## config.mk

```make
export PLATFORM = sky130hd
export DESIGN_NAME = trap_controller
export DESIGN_NICKNAME = d
export VERILOG_FILES = /design/src/rtl/trap_controller_pkg.sv /design/src/rtl/trap_controller_irq_priority_encoder.sv /design/src/rtl/trap_controller.sv
export SDC_FILE = /design/constraint.sdc
export NUM_CORES = 1
export LEC_CHECK = 0
export CAP_MARGIN = 40
export CORE_MARGIN = 5
export CORE_UTILIZATION = 36
export CTS_CLUSTER_DIAMETER = 120
export DETAILED_ROUTE_END_ITERATION = 12
export GPL_ROUTABILITY_DRIVEN = 1
export PLACE_DENSITY = 0.77
export SETUP_SLACK_MARGIN = 0.5
export SLEW_MARGIN = 10
export SYNTH_ARGS = -nofsm -noshare
export SYNTH_HDL_FRONTEND = slang
export SYNTH_HIERARCHICAL = 1
export SYNTH_SLANG_ARGS = --single-unit
```

## constraint.sdc

```tcl
create_clock -name clk -period 1.6 [get_ports clk]
set_input_delay 0.48 -clock clk [delete_from_list [all_inputs] [get_ports clk]]
set_output_delay 0.48 -clock clk [all_outputs]
set_load 0.02 [all_outputs]
```

## src/rtl/trap_controller_pkg.sv

```systemverilog
// trap_controller_pkg: shared interrupt codes, trap FSM states and the
// interrupt cause encoding used by the trap controller.
package trap_controller_pkg;

   localparam logic [4:0] IRQ_MSI = 5'd3;
   localparam logic [4:0] IRQ_MTI = 5'd7;
   localparam logic [4:0] IRQ_MEI = 5'd11;

   typedef enum logic [1:0] {
      TRAP_IDLE     = 2'd0,
      TRAP_COMMIT   = 2'd1,
      TRAP_REDIRECT = 2'd2,
      TRAP_WFI      = 2'd3
   } trap_state_e;

   // Interrupt causes carry the MSB flag with the code zero-extended below it.
   function automatic logic [31:0] interrupt_cause(input logic [4:0] code);
      return {1'b1, 26'b0, code};
   endfunction

endpackage

```

## src/rtl/trap_controller_irq_priority_encoder.sv

```systemverilog
// irq_priority_encoder: picks the highest-priority pending machine interrupt
// (MEI > MSI > MTI) and reports whether one may be taken.
module irq_priority_encoder
   import trap_controller_pkg::*;
(
   input  logic [31:0] i_pending,
   input  logic        i_irq_en,
   output logic        o_valid,
   output logic [4:0]  o_code
);

   always_comb begin
      o_valid = i_irq_en & (|i_pending);
      o_code  = i_pending[IRQ_MEI] ? IRQ_MEI :
                i_pending[IRQ_MSI] ? IRQ_MSI :
                i_pending[IRQ_MTI] ? IRQ_MTI : 5'd0;
   end

endmodule

```

## src/rtl/trap_controller.sv

```systemverilog
// trap_controller: sequences exceptions and interrupts into the CSR handler
// with a registered commit pulse, redirect handshake and WFI stall/wake.
module trap_controller
   import trap_controller_pkg::*;
#(
   parameter logic [31:0] IRQ_IMPL   = 32'h0000_0888,
   parameter bit          WFI_ENABLE = 1'b1
) (
   input  logic        clk,
   input  logic        resetn,
   input  logic        exc_valid,
   input  logic [31:0] exc_cause,
   input  logic [31:0] exc_tval,
   input  logic [31:0] pc,
   input  logic        boundary,
   input  logic        wfi_event,
   input  logic        mstatus_mie,
   input  logic [1:0]  privilege_mode,
   input  logic [31:0] mie,
   input  logic [31:0] mip,
   input  logic        exception_select,
   output logic        exception_event,
   output logic [31:0] cause,
   output logic [31:0] trap_pc,
   output logic [31:0] badaddr,
   output logic        trap_busy,
   output logic        trap_ack,
   output logic        wfi_stall,
   output logic [31:0] trap_count
);

   trap_state_e r_state, w_next;
   logic        r_trap_ack;
   logic [31:0] r_cause, r_trap_pc, r_badaddr, r_trap_count;
   logic [31:0] w_pending;
   logic        w_irq_en, w_irq_valid, w_take_exc, w_take_irq;
   logic [4:0]  w_irq_code;

   assign w_pending = mip & mie & IRQ_IMPL;
   assign w_irq_en  = mstatus_mie | (privilege_mode != 2'b11);

   irq_priority_encoder u_prio (
      .i_pending (w_pending),
      .i_irq_en  (w_irq_en),
      .o_valid   (w_irq_valid),
      .o_code    (w_irq_code)
   );

   // The ack cycle is not a boundary: the FSM is still dropping exc_valid
   // and loading the handler PC, so nothing new is taken until it clears.
   always_comb begin
      w_next     = r_state;
      w_take_exc = 1'b0;
      w_take_irq = 1'b0;
      unique case (r_state)
         TRAP_IDLE: begin
            if (!r_trap_ack) begin
               if (exc_valid) begin
                  w_take_exc = 1'b1;
                  w_next     = TRAP_COMMIT;
               end else if (boundary && w_irq_valid) begin
                  w_take_irq = 1'b1;
                  w_next     = TRAP_COMMIT;
               end else if (wfi_event && WFI_ENABLE) begin
                  w_next = TRAP_WFI;
               end
            end
         end
         TRAP_COMMIT:   w_next = TRAP_REDIRECT;
         TRAP_REDIRECT: w_next = exception_select ? TRAP_IDLE : TRAP_REDIRECT;
         TRAP_WFI:      w_next = (|w_pending) ? TRAP_IDLE : TRAP_WFI;
      endcase
   end

   always_ff @(posedge clk or negedge resetn) begin
      if (!resetn) begin
         r_state      <= TRAP_IDLE;
         r_trap_ack   <= 1'b0;
         r_cause      <= '0;
         r_trap_pc    <= '0;
         r_badaddr    <= '0;
         r_trap_count <= '0;
      end else begin
         r_state    <= w_next;
         r_trap_ack <= (r_state == TRAP_REDIRECT) && exception_select;
         if (w_take_exc) begin
            r_cause   <= exc_cause;
            r_trap_pc <= pc;
            r_badaddr <= (exc_tval == 32'hFFFF_FFFF) ? pc : exc_tval;
         end else if (w_take_irq) begin
            r_cause   <= interrupt_cause(w_irq_code);
            r_trap_pc <= pc;
            r_badaddr <= '0;
         end
         if (r_state == TRAP_COMMIT) r_trap_count <= r_trap_count + 32'd1;
      end
   end

   assign exception_event = (r_state == TRAP_COMMIT);
   assign trap_busy       = (r_state == TRAP_COMMIT) || (r_state == TRAP_REDIRECT);
   assign wfi_stall       = (r_state == TRAP_WFI);
   assign trap_ack        = r_trap_ack;
   assign cause           = r_cause;
   assign trap_pc         = r_trap_pc;
   assign badaddr         = r_badaddr;
   assign trap_count      = r_trap_count;

endmodule

```

==> results.toml <==
[yosys]
async_flop_share_pct = 100
synth-xor-area-share_pct = 4.73
ys_ff_latch = 131
netlist.area_leader.share_pct = 57.2
synth_ff_type = "dfrtp_1"
netlist_instances = 447
yosysWarnings = 6
synth_top_cell_by_area = "dfrtp_1"
syn_avg_cell_area_um2 = 12.8
synth.mux.area_fraction_pct = 6.83
synth_seq_area_share_pct = 57.2
synthMostInstantiatedCell = "dfrtp_1"
synth-compound-area-share_pct = 11.4
post_synth_and_or_nand_nor_area_fraction_pct = 14.6
synth_top_family_by_area = "simple AND/OR/NAND/NOR gates"
synth_area_leaders = "dfrtp_1, mux2_2, a32o_1"
synth_edf_count = 0
synth_fa_ha_area_share_pct = 1.31
synth_common_cells = "dfrtp_1, nand3b_1, mux2_2"
ys_types = 37
syn_area_um2 = 5730

[power_and_ir_drop]
seqPwrFrac_pct = 26.7
peakVddDrop_mv = 1.04
powerDensity_nw_per_um2 = 1790
p_switching_mw = 7.16
power.internal_mw = 13.8
switching_share_pct = 34.2
combPwrFrac_pct = 53.5
p_leak_nw = 5.62
clkPwrFrac_pct = 19.8

[route]
via_count = 5880
drtIter0Drc = 339
drtPass1Iterations = 5
via_per_inst = 5.18
routedWlPerCell_um = 20.9
wl_um = 23700
drc = 0
antenna_left = 0

[die]
initial_utilization_pct = 36.4
core_area_um2 = 15800
die_h_um = 136
die_w_um = 136
die-area_um2 = 18600
ios = 301
row_count = 46

[sta]
min_period_ps = 2450
setup_violations = 132
slew_viol_final = 0
post-route-period-util_pct = 153
setup_ws_ps = -845
rsz0062_at_grt = "true"
fmax_mhz = 409
skew_ps = 15.7
setup_tns_ps = -79730
timing.hold.ws_ps = -18.2
hold_viol = 16

[min_path]
holdCritPathClass = "input port to asynchronous set/reset pin"

[clock_tree]
clock-sinks = 131
clk_latency_ps = 420
htree_levels = 4
path_clk_slew_ps = 60
cts_root_buffer = "clkbuf_16"
cts_buffers = 17
cts_tree = "built"
clk_path_buf_depth = 2

[placed_design]
portBuffers = 242
place.gp.congestion = 0.841
dp_hpwl_um = 14200

[setup_path]
required_ps = 1900
critical_path_arrival_ps = 2750
end_kind = "flop"
path_max_fanout = 6
critPathKind = "input port to flop"
start_kind = "input port"

[run_status]
run_status = "finished with violations"
violations = "hold timing, setup timing"

[global_routing]
grt_pass1_wl_um = 34300
track_usage_pct = 23.9
overflow = 0
grt_max_degree = 41
grt_pass1_vias = 6316
grt_antenna_before_repair = 2

[finish]
drive_above_1_share_pct = 51.4
syn_to_final_growth_pct = 103
nNetsFinal = 1080
nFillCells = 950

[run]
max_cap_violations = 0
[logic make-up (layout without fill, tap and decap cells)]
kind of cell,after synthesis,in the layout
DFF,131,131
AOI/OAI and AO/OA,76,76
muxes,35,35
xor gates and xnor gates,31,31
and+or+nand+nor,128,128
other,2,32
adders and majority gates,6,6
buffers and inverters,38,481
[timing repair]
action                                  in CTS  in global routing
endpoints found under the setup margin     261                263
cloned                                       6                  3
resized for setup                          881                 56
buffers inserted                            90                 39
pin swaps                                   77                 39
hold endpoints to repair                    34                  3
[flip-flops by register name (all words and copies together) (netlist names)]
| signal | cells |
|---|---|
| r_state | 2 |
| trap_count | 32 |
| badaddr | 32 |
| trap_ack | 1 |
| cause | 32 |
| trap_pc | 32 |
[power groups by stage]
stage	combinational (mW)	clock [mW]	sequential (mW)
global placement	7.67	0	5.32
detailed placement	7.88	0	5.36
global route	11.7	4.37	5.71
CTS	10.0	4.20	5.53
finish	11.2	4.14	5.59
floorplan	2.69	0	6.69
[final timing paths]
| path | from | endpoint | slack [ps] | depth (start not counted) |
|---|---|---|---|---|
| worst max-delay path | mip[7] | trap_pc[24] | -850 | 11 |
| worst min-delay path | resetn | cause[19] | -20 | 1 |
| worst max register to register | r_state[1] | trap_count[23] | -300 | 9 |
| worst min register to register | cause[3] | cause[3] | 500 | 2 |
| max in group asynchronous | resetn | cause[17] | 680 | 2 |
| min in group clk | cause[3] | cause[3] | 500 | 2 |
[metal layers]
layer / GRT usage [%] / vias up / share of wire, %
li1: - / 2584 / -
met1: 26.2 / 2954 / 36
met2: 43.5 / 284 / 54
met3: 7.11 / 58 / 7.2
met4: 8.90 / 0 / 3.3
met5: 0 / - / 0
[cell type report]
type / instances / area [um^2] / share of cell area (%)
well taps: 216 / 270 / 2.32
inverters: 6 / 25.0 / 0.215
multi-input cells: 306 / 2860 / 24.5
clock inverters: 13 / 184 / 1.58
flip-flops and latches: 131 / 3290 / 28.2
repair buffers: 443 / 4590 / 39.3
diodes: 2 / 5.00 / 0.0429
clock buffers: 19 / 443 / 3.80
[metrics by stage]
step | utilization (%) | cells | instance area [um^2] | total power, mW | setup WS [ps]
finish | 74.0 | 1136 | 11700 | 20.9 | -845
global route | 74.0 | 1136 | 11700 | 21.8 | -854
CTS | 69.8 | 1091 | 11000 | 19.7 | -771
detailed placement | 58.1 | 963 | 9170 | 13.2 | -1610
global placement | 58.1 | 963 | 9170 | 13.0 | -1550
floorplan | - | 475 | 6130 | 9.38 | -936
[worst max-delay path: stages]
cell,delay [ps]
buf_6,100
and2_4,150
or3_4,380
or3_1,340
o31a_1,270
a21o_1,190
nand3b_1,130
buf_12,170
buf_12,120
buf_16,110
mux2_4,290
[cell usage in the layout (no fill, tap or decap), drive strengths merged, types with 19 or more instances in the layout]
cell type	instances
conb	30
a32o	32
nand4	21
nand3b	34
a22o	27
buf	336
dfrtp	131
mux2	33
clkdlybuf4s50	103
xnor2	25
clkbuf	22
nand2	19
Power figures use the tool's default switching activity.
